--- src/rtl/wb_pkg.sv ---
// Shared definitions for the writeback stage: load-type encodings carried from MEM into WB.
package wb_pkg;

  localparam int LT_W = 3;

  typedef enum logic [LT_W-1:0] {
    LT_FULL = 3'b000,
    LT_B    = 3'b001,
    LT_BU   = 3'b010,
    LT_H    = 3'b011,
    LT_HU   = 3'b100
  } load_type_e;

endpackage

--- src/rtl/wb_load_align.sv ---
// Selects the byte or half-word lane of a DRAM word and sign/zero-extends it to DATA_W.
module wb_load_align
  import wb_pkg::*;
#(
  parameter  int DATA_W = 32,
  localparam int LANE_W = $clog2(DATA_W / 8)
) (
  input  logic [DATA_W-1:0] data,
  input  logic [LT_W-1:0]   load_type,
  input  logic [LANE_W-1:0] addr_lo,
  output logic [DATA_W-1:0] result
);

  logic [LANE_W+2:0] byte_sh;
  logic [LANE_W+2:0] half_sh;
  logic [DATA_W-1:0] byte_shifted;
  logic [DATA_W-1:0] half_shifted;
  logic [7:0]        byte_v;
  logic [15:0]       half_v;

  // A misaligned half-word drops the low address bit and reads the enclosing half lane.
  assign byte_sh = {addr_lo, 3'b000};
  assign half_sh = {addr_lo[LANE_W-1:1], 4'b0000};

  assign byte_shifted = data >> byte_sh;
  assign half_shifted = data >> half_sh;
  assign byte_v       = byte_shifted[7:0];
  assign half_v       = half_shifted[15:0];

  always_comb begin
    result = data;
    case (load_type)
      LT_B:    result = {{(DATA_W-8){byte_v[7]}}, byte_v};
      LT_BU:   result = {{(DATA_W-8){1'b0}}, byte_v};
      LT_H:    result = {{(DATA_W-16){half_v[15]}}, half_v};
      LT_HU:   result = {{(DATA_W-16){1'b0}}, half_v};
      default: result = data;
    endcase
  end

endmodule

--- src/rtl/writeback_stage_fwd.sv ---
// Final pipeline stage: registers MEM->WB, aligns load data, drives the regfile write port,
// keeps a short history of retired writes for forwarding, and counts retired instructions.
module writeback_stage_fwd
  import wb_pkg::*;
#(
  parameter  int DATA_W    = 32,
  parameter  int REGADDR_W = 5,
  parameter  int FWD_DEPTH = 2,
  parameter  int CNT_W     = 32,
  localparam int LANE_W    = $clog2(DATA_W / 8)
) (
  input  logic                 clk,
  input  logic                 resetn,
  input  logic                 mem_valid,
  output logic                 wb_allowin,
  input  logic                 mem_wen,
  input  logic [REGADDR_W-1:0] mem_regsrc,
  input  logic                 mem_is_load,
  input  logic [LT_W-1:0]      mem_load_type,
  input  logic [LANE_W-1:0]    mem_addr_lo,
  input  logic [DATA_W-1:0]    mem_alu_result,
  input  logic [DATA_W-1:0]    dram_rdata,
  input  logic                 wb_stall,
  output logic                 wb_wen,
  output logic [REGADDR_W-1:0] wb_regsrc,
  output logic [DATA_W-1:0]    wb_regwdata,
  input  logic [REGADDR_W-1:0] fwd_rs_addr,
  output logic                 fwd_rs_hit,
  output logic [DATA_W-1:0]    fwd_rs_data,
  input  logic [REGADDR_W-1:0] fwd_rt_addr,
  output logic                 fwd_rt_hit,
  output logic [DATA_W-1:0]    fwd_rt_data,
  output logic [CNT_W-1:0]     retire_count
);

  logic                 wb_valid;
  logic                 wen_r;
  logic [REGADDR_W-1:0] regsrc_r;
  logic                 is_load_r;
  logic [LT_W-1:0]      load_type_r;
  logic [LANE_W-1:0]    addr_lo_r;
  logic [DATA_W-1:0]    alu_result_r;

  logic                 hold_valid;
  logic [DATA_W-1:0]    hold_data;

  logic                 hist_valid [FWD_DEPTH];
  logic [REGADDR_W-1:0] hist_addr  [FWD_DEPTH];
  logic [DATA_W-1:0]    hist_data  [FWD_DEPTH];

  logic                 transfer;
  logic                 retire;
  logic [DATA_W-1:0]    load_result;
  logic [DATA_W-1:0]    resolved_data;

  logic [REGADDR_W-1:0] q_addr [2];
  logic                 q_hit  [2];
  logic [DATA_W-1:0]    q_data [2];

  assign wb_allowin = !wb_valid || !wb_stall;
  assign transfer   = mem_valid && wb_allowin;
  assign retire     = wb_valid && !wb_stall;

  always_ff @(posedge clk) begin
    if (!resetn) begin
      wb_valid <= 1'b0;
    end else if (wb_allowin) begin
      wb_valid <= mem_valid;
    end
  end

  always_ff @(posedge clk) begin
    if (transfer) begin
      wen_r        <= mem_wen;
      regsrc_r     <= mem_regsrc;
      is_load_r    <= mem_is_load;
      load_type_r  <= mem_load_type;
      addr_lo_r    <= mem_addr_lo;
      alu_result_r <= mem_alu_result;
    end
  end

  wb_load_align #(
    .DATA_W(DATA_W)
  ) u_align (
    .data     (dram_rdata),
    .load_type(load_type_r),
    .addr_lo  (addr_lo_r),
    .result   (load_result)
  );

  assign resolved_data = is_load_r ? load_result : alu_result_r;

  // DRAM data is only valid in the first WB cycle, so a stalled result is frozen there.
  always_ff @(posedge clk) begin
    if (!resetn) begin
      hold_valid <= 1'b0;
    end else if (retire) begin
      hold_valid <= 1'b0;
    end else if (wb_valid && wb_stall && !hold_valid) begin
      hold_valid <= 1'b1;
    end
  end

  always_ff @(posedge clk) begin
    if (wb_valid && wb_stall && !hold_valid) begin
      hold_data <= resolved_data;
    end
  end

  assign wb_regwdata = hold_valid ? hold_data : resolved_data;
  assign wb_regsrc   = regsrc_r;
  assign wb_wen      = retire && wen_r && (regsrc_r != '0);

  always_ff @(posedge clk) begin
    if (!resetn) begin
      for (int i = 0; i < FWD_DEPTH; i++) begin
        hist_valid[i] <= 1'b0;
      end
    end else if (wb_wen) begin
      hist_valid[0] <= 1'b1;
      for (int i = FWD_DEPTH - 1; i > 0; i--) begin
        hist_valid[i] <= hist_valid[i-1];
      end
    end
  end

  always_ff @(posedge clk) begin
    if (wb_wen) begin
      hist_addr[0] <= regsrc_r;
      hist_data[0] <= wb_regwdata;
      for (int i = FWD_DEPTH - 1; i > 0; i--) begin
        hist_addr[i] <= hist_addr[i-1];
        hist_data[i] <= hist_data[i-1];
      end
    end
  end

  assign q_addr[0] = fwd_rs_addr;
  assign q_addr[1] = fwd_rt_addr;

  // Oldest entries are scanned first so younger matches overwrite them; the WB stage wins last.
  always_comb begin
    for (int p = 0; p < 2; p++) begin
      q_hit[p]  = 1'b0;
      q_data[p] = '0;
      for (int i = FWD_DEPTH - 1; i >= 0; i--) begin
        if (hist_valid[i] && (hist_addr[i] == q_addr[p])) begin
          q_hit[p]  = 1'b1;
          q_data[p] = hist_data[i];
        end
      end
      if (wb_valid && wen_r && (regsrc_r == q_addr[p])) begin
        q_hit[p]  = 1'b1;
        q_data[p] = wb_regwdata;
      end
      if (q_addr[p] == '0) begin
        q_hit[p]  = 1'b0;
        q_data[p] = '0;
      end
    end
  end

  assign fwd_rs_hit  = q_hit[0];
  assign fwd_rs_data = q_data[0];
  assign fwd_rt_hit  = q_hit[1];
  assign fwd_rt_data = q_data[1];

  always_ff @(posedge clk) begin
    if (!resetn) begin
      retire_count <= '0;
    end else if (retire) begin
      retire_count <= retire_count + {{(CNT_W-1){1'b0}}, 1'b1};
    end
  end

endmodule
--- config.mk ---
export PLATFORM = sky130hd
export DESIGN_NAME = writeback_stage_fwd
export DESIGN_NICKNAME = d
export VERILOG_FILES = /design/src/rtl/wb_pkg.sv /design/src/rtl/wb_load_align.sv /design/src/rtl/writeback_stage_fwd.sv
export SDC_FILE = /design/constraint.sdc
export NUM_CORES = 1
export LEC_CHECK = 0
export CORE_UTILIZATION = 46
export DETAILED_ROUTE_END_ITERATION = 8
export GPL_ROUTABILITY_DRIVEN = 1
export PLACE_DENSITY = 0.89
export SETUP_SLACK_MARGIN = 0.02
export SYNTH_ARGS = -nofsm -noshare
export SYNTH_HDL_FRONTEND = slang
export SYNTH_SLANG_ARGS = --single-unit
--- constraint.sdc ---
create_clock -name clk -period 8.4 [get_ports clk]
set_input_delay 1.68 -clock clk [delete_from_list [all_inputs] [get_ports clk]]
set_output_delay 1.68 -clock clk [all_outputs]
set_load 0.01 [all_outputs]
Word-level counts from Yosys, hierarchy flattened
Memories as Yosys holds them, arrays and structs flattened.
Index checks and enable logic that the tools add are counted.
- register bits after elaboration: 110
- memory bits (writable): 76
- logic and storage cells: 76
- memories kept: 3
- memory list (name ; words ; bits a word ; read ports ; clocked after memory_dff ; wr ports ; line ; RTL):
    hist_data ; 2 ; 32 ; 2 ; 0 ; 2 ; writeback_stage_fwd.sv:49 ; logic [DATA_W-1:0] hist_data [FWD_DEPTH];
    hist_addr ; 2 ; 5 ; 2 ; 0 ; 2 ; writeback_stage_fwd.sv:48 ; logic [REGADDR_W-1:0] hist_addr [FWD_DEPTH];
    hist_valid ; 2 ; 1 ; 2 ; 0 ; 2 ; writeback_stage_fwd.sv:47 ; logic hist_valid [FWD_DEPTH];
- add/sub/neg operators: 1
- equal/unequal tests: 10
- shift operators: 2
- mux-type cells: 26
- bitwise logic cells: 3
- reduce and logical (&&, ||, !) cells: 21
- operators by type and width (cell ; count):
    $mux W32 ; 10
    $pmux W32 S4 ; 1
    $add A32 B1 Y32 const B ; 1
    $shr A32 B5 Y16 ; 1
    $shr A32 B5 Y8 ; 1
    $eq A5 B5 Y1 ; 6
    $mux W1 ; 15
    $logic_and A1 B1 Y1 ; 13
    $logic_not A5 Y1 ; 2
    $eq A3 B2 Y1 const B ; 2
    $reduce_bool A5 Y1 ; 1
    $eq A3 B1 Y1 const B ; 1
    $eq A3 B3 Y1 const B ; 1
    $logic_not A1 Y1 ; 3
    $or A1 B1 Y1 ; 2
    $reduce_or A2 Y1 ; 1
    $logic_or A1 B1 Y1 ; 1
    $not A1 Y1 ; 1

Longest topological paths before layout
Gate-level depths: netlist of run 1.
- depth after elaboration: 8
- mapped depth: 7
- mapped depth without buffers: 6

By module
A second synthesis of run 1 with hierarchy kept.
- cells, all modules: 881
- area, all modules: 9781.9 µm²
- modules (own cells, without submodules) (module ; instances ; cells each ; area each (µm²) ; sequential area each (µm²)):
    writeback_stage_fwd ; 1 ; 756 ; 8857.2 ; 5245.0
    wb_load_align ; 1 ; 125 ; 924.6 ; 0.0

Least setup slack after synthesis of run 1
No wires, ideal clock.
- kind: in2out
- start: input port wb_stall
- end: output port wb_wen
- arrival: 7.448 ns
- slack: -0.728 ns
- stages on the path: 1
- cell sequence: a211oi_1
- longest elaborated chain between the ends: 4
- ends and longest elaborated chain (element ; line ; RTL):
    from (decl) ; writeback_stage_fwd.sv:23 ; input logic wb_stall,
    $logic_not A1 Y1 ; writeback_stage_fwd.sv:62 ; assign retire = wb_valid && !wb_stall;
    $logic_and A1 B1 Y1 ; writeback_stage_fwd.sv:62 ;
    $logic_and A1 B1 Y1 (2 in a row) ; writeback_stage_fwd.sv:113 ; assign wb_wen = retire && wen_r && (regsrc_r != '0);
    to (decl) ; writeback_stage_fwd.sv:24 ; output logic wb_wen,
No other way between the ends.

Worst setup path after layout of run 1
- start: input port fwd_rs_addr[1]
- end: output port fwd_rs_data[6]
- longest elaborated chain between the ends: 6
- elaborated cells between the ends (all ways): 11
- classes of those cells: eq/ne (3); mux (4); reduce/logical (4)
- ends and longest elaborated chain (element ; line ; RTL):
    from (decl) ; writeback_stage_fwd.sv:27 ; input logic [REGADDR_W-1:0] fwd_rs_addr,
    $eq A5 B5 Y1 ; writeback_stage_fwd.sv:148 ; if (hist_valid[i] && (hist_addr[i] == q_addr[p])) begin
    $logic_and A1 B1 Y1 ; writeback_stage_fwd.sv:148 ;
    $mux W32 (2 in a row) ; writeback_stage_fwd.sv:148 ;
    $mux W32 ; writeback_stage_fwd.sv:153 ; if (wb_valid && wen_r && (regsrc_r == q_addr[p])) begin
    $mux W32 * ; writeback_stage_fwd.sv:157 ; if (q_addr[p] == '0) begin
    to (decl) ; writeback_stage_fwd.sv:29 ; output logic [DATA_W-1:0] fwd_rs_data,
Every way passes the cells marked *; elsewhere a longest branch is shown, timed or not.

==> results of run 1 <==
[through the flow]
step	setup slack (ps)	cell area [sq um]	hold slack, ps	total power [mW]	utilization, %
floorplan	1860	10300	426	1.24	-
global placement	1550	12600	430	1.39	57.7
detailed placement	1540	12600	443	1.40	57.7
CTS	1440	13300	461	2.27	60.8
global route	1240	13300	472	2.33	60.8
finish	1340	13300	460	2.26	60.8
[power breakdown]
part | switching [mW] | leakage [nW] | internal (mW) | total (mW)
Sequential | 0.0206 | 1.69 | 1.04 | 1.06
Combinational | 0.187 | 2.36 | 0.142 | 0.329
Clock | 0.450 | 0.317 | 0.428 | 0.879
[cells in the mapped netlist, types with 5 or more instances]
library cell,instances
edfxtp_1,152
nor2_1,96
a211oi_1,82
a21oi_1,62
nand2_1,50
nor3_1,46
nand3_1,38
dfxtp_1,34
inv_1,33
xor2_1,33
clkbuf_1,32
buf_2,27
and2_1,26
o21ai_0,24
o22ai_1,24
xnor2_1,20
a311oi_1,19
a21boi_0,16
a31oi_1,16
nor2b_1,14
nand2b_1,10
o21a_1,9
or3_1,9
a32oi_1,8
buf_4,7
mux2_2,7
nand4_1,7
nand4b_1,7
nor4_1,7
o31ai_1,7
a22oi_1,6
buf_6,6
o311ai_1,6
and4_1,5
[worst max path at each step]
| stage | end | cells after the start | start | slack, ps |
|---|---|---|---|---|
| final | fwd_rs_data[6] | 7 | fwd_rs_addr[1] | 1340 |
| after global routing | fwd_rs_data[12] | 8 | fwd_rs_addr[1] | 1240 |
| after CTS | fwd_rs_data[12] | 8 | fwd_rs_addr[1] | 1440 |
| after detailed placement | fwd_rs_data[9] | 8 | fwd_rs_addr[4] | 1540 |
| after global placement | fwd_rs_data[9] | 8 | fwd_rs_addr[1] | 1550 |
| after floorplan | wb_wen | 1 | wb_stall | 1860 |
[cell families after synthesis]
family,share of synthesized area (%)
fa+ha+maj,0.122
compound gates,20.7
simple gates,17.1
xor+xnor,4.52
flops,51.1
buf+inv,5.07
mux,1.38
[sequential cells by signal, indices dropped and copies added (netlist names)]
name,flops
wb_regsrc,5
addr_lo_r,2
wb_valid,1
retire_count,32
hold_valid,1
hist_data,64
wen_r,1
hold_data,32
alu_result_r,32
load_type_r,3
is_load_r,1
hist_valid,2
hist_addr,10
[routing by layer]
metal	track usage (%)	routed length, um	share of wire, %
met5	0	0	0
met4	13.3	1340	4.2
met1	34.8	11900	38
met2	43.5	15000	48
met3	7.14	3240	10
[area by class of cell]
type / instances / area [sq um]
repair buffers: 240 / 2370
flip-flops and latches: 186 / 5250
clock buffers: 17 / 425
clock inverters: 15 / 234
inverters: 34 / 128
well taps: 280 / 350
fillers: 1728 / 8560
multi-input cells: 707 / 4510
==> results.json, run 1 <==
{
  "status": "finished, final reports clean",
  "ff2ff_path_depth": 6,
  "track_usage_pct": 27.5,
  "finalSetupTns_ps": 0,
  "vias_per_cell": 6.30,
  "worstMarginPinSlew_ps": 1190,
  "syn_to_final_growth_pct": 29.2,
  "synth_edf_count": 152,
  "coreArea_sq_mm": 0.0218,
  "pin_count": 227,
  "holdCritStartpoint": "hist_data[0][0]",
  "min_to": "hist_data[0][32]",
  "clkSinkCount": 186,
  "drt_wl_total_mm": 31.4,
  "dp.final_hpwl_mm": 21.8,
  "synthDistinctLibCells": 68,
  "insertedDiodeCount": 0,
  "clkTransAtPathRegs_ps": 70,
  "hp-class": "reg2reg",
  "finalClockSkew_ps": 19.2,
  "slowest_delay_ps": 760,
  "drv_slew": 0,
  "wl_per_cell_um": 21.2,
  "gp_congestion": 0.969,
  "rr_endpoint": "hist_data[0][11]",
  "cp_max_fo": 19,
  "place_inst": 1447,
  "drive_above_1_share_pct": 6.59,
  "hold_viol": 0,
  "leakage_nw": 4.37,
  "cts_tree": "yes",
  "rsz0062_at_grt": "false",
  "grt_pass1_wl_mm": 47.7,
  "ant_nets": 0,
  "layout_common_cells": "226 x clkdlybuf4s50_1, 152 x edfxtp_1, 95 x nor2_1",
  "syn_area_per_cell_sq_um": 10.2,
  "worst_path_max_delay_cell": "and2_1",
  "fp.dieW_um": 151,
  "fin_crit_ps": 7060,
  "worstSetupPathType": "in2out",
  "crit_chain": "clkdlybuf4s50_1, xor2_1, nor4_1, and2_1, o31ai_4, a311oi_1, clkdlybuf4s50_1",
  "reg2reg_slack_ps": 5560,
  "crit_path_frequent_cell": "clkdlybuf4s50_1",
  "required_ps": 6720,
  "portBuffers": 226,
  "cts_root_buf": "clkbuf_16",
  "layout.nets": 1277,
  "cts_hold_buf": 0,
  "max_freq_mhz": 142,
  "clockBufferDepth": 2,
  "reg2reg_from": "addr_lo_r[1]",
  "yosysSeqAreaShare_pct": 51.1,
  "drt-pass1-iter-count": 5,
  "crit_arrival_ps": 5380,
  "start_util_pct": 47.0,
  "die_area_sq_mm": 0.0229,
  "finalSetupViolCount": 0,
  "synthTopCellsByArea": "edfxtp_1 44%, dfxtp_1 6.6%, a211oi_1 6.0%, nor2_1 3.5%, a21oi_1 3.0%",
  "synth-main-ff-cell": "edfxtp_1",
  "min_path_cells": 0,
  "synth_warnings": 0,
  "grt.overflow.total": 0,
  "setup.worst_path.end_class": "output port",
  "min_period_over_period_pct": 84.1,
  "grt_start_max_net_pins": 66,
  "insertion_delay_ps": 450,
  "drv_cap": 0,
  "row_count": 54,
  "synth_top_area_share_pct": 44.5,
  "grt_pass1_vias": 8842,
  "drt_iter0_drc": 853,
  "die_h_um": 151,
  "vias": 9314,
  "syn_inst": 1003,
  "ys_seq_elements": 186,
  "cpLargestDelayFamily": "simple AND/OR/NAND/NOR gates",
  "ir_drop_mv": 0.115,
  "post-synth-top-area-cell": "edfxtp_1",
  "htreeDepth": 4,
  "syn-cell-area_sq_mm": 0.0103,
  "layout_commonest_cell": "clkdlybuf4s50_1",
  "async_reset_ff_share_pct": 0,
  "postCtsSetupRepairBufs": 0,
  "crit_path_start_kind": "input pin",
  "synth_nets": 1094,
  "path_buf_inv": 2,
  "antenna_found_initial": 0,
  "cts_buffers": 17,
  "fin_cells": 1479,
  "drc": 0,
  "max_slew_margin_pct": 20.3,
  "powerDensity_mw_per_mm2": 171,
  "cts_resized": 0
}
No activity file was read; power rests on OpenSTA's default activity.
==> run 2, diff against run 1 <==
==> constraint.sdc (replaced) <==
create_clock -name clk -period 6.4 [get_ports clk]
set_input_delay 1.28 -clock clk [delete_from_list [all_inputs] [get_ports clk]]
set_output_delay 1.28 -clock clk [all_outputs]
set_load 0.01 [all_outputs]
==> run 2 against run 1 <==
Net effect: worst hold slack worse by 20 ps; critical path depth unchanged; die area unchanged; total power up 27%; largest cell class unchanged.
==> results.json, run 2 (synthesis gave the netlist of run 1 again) <==
{
  "finalClockSkew_ps": 11.8,
  "layout_commonest_cell": "clkdlybuf4s50_1",
  "drive_above_1_share_pct": 7.20,
  "cts_hold_buf": 0,
  "setup.worst_path.end_class": "output port",
  "fp.dieW_um": 151,
  "grtUsageMet1_pct": 36.8,
  "grt_start_max_net_pins": 78,
  "pin_count": 227,
  "cts_buffers": 17,
  "fin_area_sq_mm": 0.0133,
  "cts_root_buf": "clkbuf_16",
  "portBuffers": 226,
  "drt-pass1-iter-count": 5,
  "min_period_over_period_pct": 88.8,
  "ant_nets": 0,
  "drc": 0,
  "htreeDepth": 4,
  "wl_per_cell_um": 21.2,
  "cts_tree": "yes",
  "required_ps": 5120,
  "ir_drop_mv": 0.158,
  "drt_wl_total_mm": 31.5,
  "regMostFlops": "hist_data",
  "die_area_sq_mm": 0.0229,
  "layout.area.seq_sq_mm": 0.00525,
  "postCtsSetupRepairBufs": 0,
  "cp_max_fo": 18,
  "worstSetupPathType": "in2out",
  "max_slew_margin_pct": 21.9,
  "grt_pass1_vias": 8646,
  "grt_util_met2_pct": 43.2,
  "fin_crit_ps": 5680,
  "layout_common_cells": "226 x clkdlybuf4s50_1, 152 x edfxtp_1, 95 x nor2_1",
  "syn_to_final_growth_pct": 29.4,
  "cts_resized": 0,
  "met3_usage_pct": 5.45,
  "finalSetupTns_ps": 0,
  "vias_per_cell": 6.24,
  "busiest_layer": "met2",
  "start_util_pct": 47.0,
  "layout.nets": 1286,
  "track_usage_pct": 27.3,
  "clockBufferDepth": 2,
  "clkSinkCount": 186,
  "largest_reg_flops": 64,
  "finalSetupViolCount": 0,
  "max_freq_mhz": 176,
  "critPathLaunch": "fwd_rt_addr[4]",
  "insertedDiodeCount": 0,
  "drt_iter0_drc": 1050,
  "coreArea_sq_mm": 0.0218,
  "holdCritStartpoint": "hist_data[0][12]",
  "multi_input_comb_area_sq_mm": 0.00451,
  "drv_slew": 0,
  "leakage_nw": 4.38,
  "grt_pass1_wl_mm": 47.5,
  "hp-class": "reg2reg",
  "crit_arrival_ps": 4400,
  "drv_cap": 0,
  "grt.overflow.total": 0,
  "dp.final_hpwl_mm": 22.2,
  "gp_congestion": 0.970,
  "vias": 9279,
  "worstMarginPinSlew_ps": 1170,
  "dpl_cell_area_sq_mm": 0.0127,
  "clkTransAtPathRegs_ps": 80,
  "rsz0062_at_grt": "false",
  "crit_path_start_kind": "input pin",
  "reg2reg_from": "load_type_r[2]",
  "insertion_delay_ps": 440,
  "die_h_um": 151,
  "hold_viol": 0,
  "powerDensity_mw_per_mm2": 217,
  "fillers": 1760,
  "status": "finished, final reports clean",
  "row_count": 54,
  "antenna_found_initial": 0
}
run 2: cell count changes in the layout (fill, tap and decap cells not counted), sizes merged:
cell	delta
buf	+9
clkinv	+1
clkinvlp	+2
inv	-3
run 2: area by class of cell:
type                            count  share of cell area, %
Clock buffer                       17                   3.20
Clock inverter                     15                   1.16
Inverter                           34                  0.961
Multi-Input combinational cell    707                   34.0
Sequential cell                   186                   39.5
Tap cell                          280                   2.64
Timing Repair Buffer              249                   18.5
run 2: worst paths after layout:
path / to / cells after the start / slack (ps)
worst min register to register: hist_data[0][44] / 0 / 440
worst max register to register: hist_data[0][12] / 5 / 3500
worst max-delay path: fwd_rt_data[31] / 7 / 720
worst min-delay path: hist_data[0][44] / 0 / 440
run 2: metrics by stage:
stage / power (mW) / util (%) / cells / setup slack [ps] / hold WS, ps
global placement: 1.84 / 58.2 / 1456 / 760 / 430
finish: 2.88 / 60.8 / 1488 / 718 / 440
global route: 2.96 / 60.8 / 1488 / 514 / 443
CTS: 2.88 / 60.8 / 1488 / 734 / 442
floorplan: 1.63 / - / 1003 / 656 / 426
detailed placement: 1.84 / 58.2 / 1456 / 753 / 432
run 2: power breakdown:
group	switching, mW	internal, mW
registers	0.0292	1.36
clock network	0.525	0.523
logic	0.248	0.190
total	0.803	2.07
run 2: critical path, cell delays in order:
cell             delay [ps]
clkdlybuf4s50_1         500
xor2_1                  190
nor4_2                  380
and3b_1                 600
o31ai_4                 300
a311oi_1                510
clkdlybuf4s50_1         630
run 2: per-layer routing:
layer,wire [um],vias to the layer above
li1,-,4189
met1,12500,4375
met2,14700,628
met3,3240,87
met4,1090,0
met5,0,-
==> run 3, diff against run 2 <==
--- a/config.mk
+++ b/config.mk
@@ -6,10 +6,10 @@
 export NUM_CORES = 1
 export LEC_CHECK = 0
 export CORE_UTILIZATION = 46
+export CTS_CLUSTER_SIZE = 40
 export DETAILED_ROUTE_END_ITERATION = 8
 export GPL_ROUTABILITY_DRIVEN = 1
 export PLACE_DENSITY = 0.89
-export SETUP_SLACK_MARGIN = 0.02
 export SYNTH_ARGS = -nofsm -noshare
 export SYNTH_HDL_FRONTEND = slang
 export SYNTH_SLANG_ARGS = --single-unit
==> results of run 3 <==
Final layout, timing and power as in run 2 (identical DEF).
==> RTL change 1, RTL diff (settings of run 1) <==
`DATA_W` is set to 32 in 2 places; all go to 64.
--- a/src/rtl/wb_load_align.sv
+++ b/src/rtl/wb_load_align.sv
@@ -2,7 +2,7 @@
 module wb_load_align
   import wb_pkg::*;
 #(
-  parameter  int DATA_W = 32,
+  parameter  int DATA_W = 64,
   localparam int LANE_W = $clog2(DATA_W / 8)
 ) (
   input  logic [DATA_W-1:0] data,
--- a/src/rtl/writeback_stage_fwd.sv
+++ b/src/rtl/writeback_stage_fwd.sv
@@ -3,7 +3,7 @@
 module writeback_stage_fwd
   import wb_pkg::*;
 #(
-  parameter  int DATA_W    = 32,
+  parameter  int DATA_W    = 64,
   parameter  int REGADDR_W = 5,
   parameter  int FWD_DEPTH = 2,
   parameter  int CNT_W     = 32,
Interface: changed (6 resized); port bits go from 227 to 388. No check against the original RTL was run, so the function may have changed too.
==> RTL change 1 against run 1 <==
- wire length grew 120%
- largest power group unchanged
- final area is 72% higher
- synthesized area increased by 69%
- non-clock buffer count increased by 181
- highest routed layer is now met5
- critical path depth increased by 2
- utilization is 1.1 points higher
- sequential cell count grew 129
- global-route usage increased by 7.4 points
- power increased by 81%
- critical endpoint is now fwd_rt_data[40]
- worst setup slack got worse by 0.70 ns
- clock skew grew 0.0099 ns
- largest cell class unchanged
==> RTL change 1: results (changes against run 1) <==
setup_path:
  worst-r2r-setup-slack_ns: 4.27  # -1.29 ns
  critPathArrivalTime_ns: 6.09  # +0.71 ns
  critical_path.max_stage_delay_ns: 0.92  # +0.16 ns
  critPathTopFamily: "buffers and inverters"
  reg2reg_depth: 7  # +1
  timing.critical_path.slowest_stage_cell: "sky130_fd_sc_hd__a2111oi_0"
grt:
  grt_start_max_net_pins: 74  # +12%
  grt_util_met2: 0.510  # +0.0749
  grt_first_pass_wirelength_mm: 100  # +110%
  grtUsageMet3: 0.0951  # +0.0237
floorplanning:
  fp.dieW_microns: 196  # +30%
yosys:
  mux_cell_area_share_after_synthesis: 0.0731  # +0.0593
  synth_compound_area_frac: 0.198  # -0.00945
  synthCells: 1588  # +58%
  yosys.cell_types.count: 61  # -10%
  synth_edf_count: 281  # +85%
  synth-xor-area-share: 0.0313  # -0.0139
  yosysSeqAreaShare: 0.526  # +0.0149
  flop_and_latch_count_out_of_synthesis: 315  # +69%
  synth.cells.most_frequent: "sky130_fd_sc_hd__edfxtp_1, sky130_fd_sc_hd__nor2_1, sky130_fd_sc_hd__a21oi_1, sky130_fd_sc_hd__a221oi_1, sky130_fd_sc_hd__clkbuf_1"
pwr:
  comb_power_share: 0.153  # +0.008
  comb_power_uw: 625  # +90%
  sequentialPower_mw: 1.83  # +73%
  power.leakage_nw: 7.45  # +70%
  p_sw_mw: 1.07  # +63%
route:
  viasPerCell: 6.75  # +7.1%
  wirelength_routed_mm: 68.0  # +120%
  first_pass_drt_iterations: 6  # +1
  length_of_routed_wiring_on_met1_mm: 24.7  # +110%
  dr.first_iter.drc_count: 2582  # +200%
  routed-wl-met3_mm: 8.91  # +180%
  top_signal_layer_used: "met5"
finish:
  multi_input_gate_count: 1058  # +50%
  area_growth_pct: 31.7
  drive_above_1_share: 0.105  # +0.0391
  layout.non_clock_buffers: 421  # +75%
  final.signal_inverter_count: 73  # +110%
  multi_input_area_share: 0.326  # -0.0145
  register_area_sq_um: 9120  # +74%
  fillCellCount: 2827  # +64%
  num-clock-buffers: 48  # +31
clocking:
  htreeDepth: 2  # -2
  insertion_delay_ns: 0.56  # +0.11 ns
  inserted_clock_buffers: 37  # +20
  clock_tree.buffer_depth: 3  # +1
status:
  run_status: "finished clean"
sta:
  finClkSkew_ns: 0.0291  # +0.00994 ns
placed_design:
  placedInstanceArea_sq_um: 21600  # +71%
  port_buffers: 387  # +71%
-- RTL change 1: changes by cell type in the layout (fill, tap and decap cells not counted), moves of 39 or more --
cell                              before  now
sky130_fd_sc_hd__a21oi_1              62  128
sky130_fd_sc_hd__edfxtp_1            152  281
sky130_fd_sc_hd__a221oi_1              2  117
sky130_fd_sc_hd__clkdlybuf4s50_1     226  387
sky130_fd_sc_hd__a211oi_1             81   23
sky130_fd_sc_hd__nor2_1               95  171
sky130_fd_sc_hd__mux2_2                7   69
sky130_fd_sc_hd__a2111oi_0             0   90
sky130_fd_sc_hd__inv_1                33   72
-- RTL change 1: path summary, 6_finish.rpt --
kind / startpoint / endpoint
min reg2reg: hist_data[0][63] / hist_data[0][127]
min: hist_data[0][63] / hist_data[0][127]
max reg2reg: load_type_r[2] / hist_data[0][38]
max: fwd_rt_addr[0] / fwd_rt_data[40]
==> RTL change 2, RTL diff (settings of run 1) <==
Without the edit above. Register the output `retire_count` once more; this adds one clock of latency there. The other outputs are not delayed to match.
--- a/src/rtl/writeback_stage_fwd.sv
+++ b/src/rtl/writeback_stage_fwd.sv
@@ -32,6 +32,8 @@
   output logic [DATA_W-1:0]    fwd_rt_data,
   output logic [CNT_W-1:0]     retire_count
 );
+
+  logic [CNT_W-1:0] retire_count_s0;
 
   logic                 wb_valid;
   logic                 wen_r;
@@ -168,10 +170,14 @@
 
   always_ff @(posedge clk) begin
     if (!resetn) begin
-      retire_count <= '0;
+      retire_count_s0 <= '0;
     end else if (retire) begin
-      retire_count <= retire_count + {{(CNT_W-1){1'b0}}, 1'b1};
+      retire_count_s0 <= retire_count_s0 + {{(CNT_W-1){1'b0}}, 1'b1};
     end
   end
 
+  always_ff @(posedge clk) begin
+    retire_count <= retire_count_s0;
+  end
+
 endmodule
Formal check against the unedited RTL: not equivalent (Yosys sat finds a counterexample within 4 cycles, from zero or initial values and one cycle with resetn low).
==> RTL change 2 against run 1 <==
- wire length rose by 5.6%
- via count grew 2.6%
- utilization increased by 0.64 points
- synthesized area is 6.2% higher
- critical path type unchanged
- global-route usage fell by 0.40 points
- worst setup slack got worse by 0.0075 ns
- sequential cell count is 32 higher
- final area increased by 6.1%
- power increased by 13%
- cell count grew 5.3%
==> RTL change 2: results (changes against run 1) <==
status:
  run_status: "finished clean"
pwr:
  ir_drop_uv: 162  # +41%
  intPower_mw: 1.94  # +21%
  power.leakage_nw: 4.70  # +7.6%
placed_design:
  hpwl_after_detailed_placement_mm: 23.2  # +6.1%
  globalplace.congestion: 0.970  # about the same
  preCtsSetupSlack_ns: 1.43  # -0.109 ns
  placed_cells_incl_taps: 1516  # +4.8%
  placedInstanceArea_sq_um: 13300  # +5.6%
grt:
  grt_pass1_vias: 9305  # +5.2%
  globalRouteMet1Util: 0.353  # +0.00464
  grt_util_met2: 0.438  # +0.00257
  grt_start_max_net_pins: 78  # +18%
  grtUsageMet3: 0.0389  # -0.0325
  grt_first_pass_wirelength_mm: 50.6  # +6.3%
  gr-usage-all-layers: 0.271  # -0.00396
route:
  viasPerCell: 6.14  # -2.6%
  length_of_routed_wiring_on_met1_mm: 12.5  # +5.7%
  route.met2.wl_mm: 15.6  # +4.0%
  dr.first_iter.drc_count: 1073  # +26%
  first_pass_drt_iterations: 6  # +1
clocking:
  htreeDepth: 1  # -3
  clock_tree.buffer_depth: 3  # +1
finish:
  design.final.nets: 1321  # +3.4%
  drive_above_1_share: 0.0683  # +0.00238
min_path:
  hold_path.startpoint: "retire_count_s0[31]"
  worst_hold_path_ep: "retire_count[31]"
setup_path:
  worst_r2r_endpoint: "hold_data[24]"
  reg2reg_depth: 5  # -1
  critical_path.max_stage_delay_ns: 0.89  # +0.13 ns
  path_max_fanout: 18  # -1
sta:
  finClkSkew_ns: 0.0132  # -0.00599 ns
  fin_worst_hold_slack_ns: 0.354  # -0.106 ns
  max_slew.worst_pin.slew_ns: 1.19  # -0.00406 ns
yosys:
  syn_area_per_cell_sq_um: 10.5  # +3.0%
  syn-num-nets: 1126  # +2.9%
-- RTL change 2: cell count changes after synthesis --
cell	change
sky130_fd_sc_hd__dfxtp_1	+32
-- RTL change 2: worst max path at each step --
stage	from	to	slack [ns]	depth (start not counted)
after floorplan	wb_stall	wb_wen	1.86	1
after global placement	fwd_rt_addr[1]	fwd_rt_data[10]	1.52	7
after detailed placement	fwd_rt_addr[1]	fwd_rt_data[10]	1.43	7
after CTS	fwd_rt_addr[1]	fwd_rt_data[10]	1.41	7
after global routing	fwd_rt_addr[1]	fwd_rt_data[10]	1.25	7
final	fwd_rt_addr[1]	fwd_rt_data[10]	1.33	7
-- RTL change 2: layout make-up --
type / count / area, sq um / area share
clock buffers: 36 / 699 / 0.0497
clock inverters: 6 / 57.6 / 0.00409
inverters: 34 / 128 / 0.00907
multi-input cells: 707 / 4510 / 0.321
flip-flops and latches: 218 / 5890 / 0.418
well taps: 313 / 392 / 0.0278
repair buffers: 244 / 2400 / 0.170
-- RTL change 2: power groups by stage --
stage / logic (mW) / clock network [mW] / registers [mW]
after floorplan: 0.170 / 0 / 1.23
after global placement: 0.323 / 0 / 1.23
after detailed placement: 0.328 / 0 / 1.23
after CTS: 0.330 / 1.04 / 1.21
after global routing: 0.355 / 1.08 / 1.21
final: 0.336 / 1.02 / 1.21
-- RTL change 2: kinds of logic (layout without fill, tap and decap cells) --
logic type / after synthesis / in the layout / synth area share
mux: 12 / 12 / 0.0130
simple gates: 342 / 342 / 0.161
flops: 218 / 218 / 0.540
fa+ha+maj: 1 / 1 / 0.00115
buf+inv: 110 / 320 / 0.0477
compound gates: 299 / 299 / 0.195
xor+xnor: 53 / 53 / 0.0426
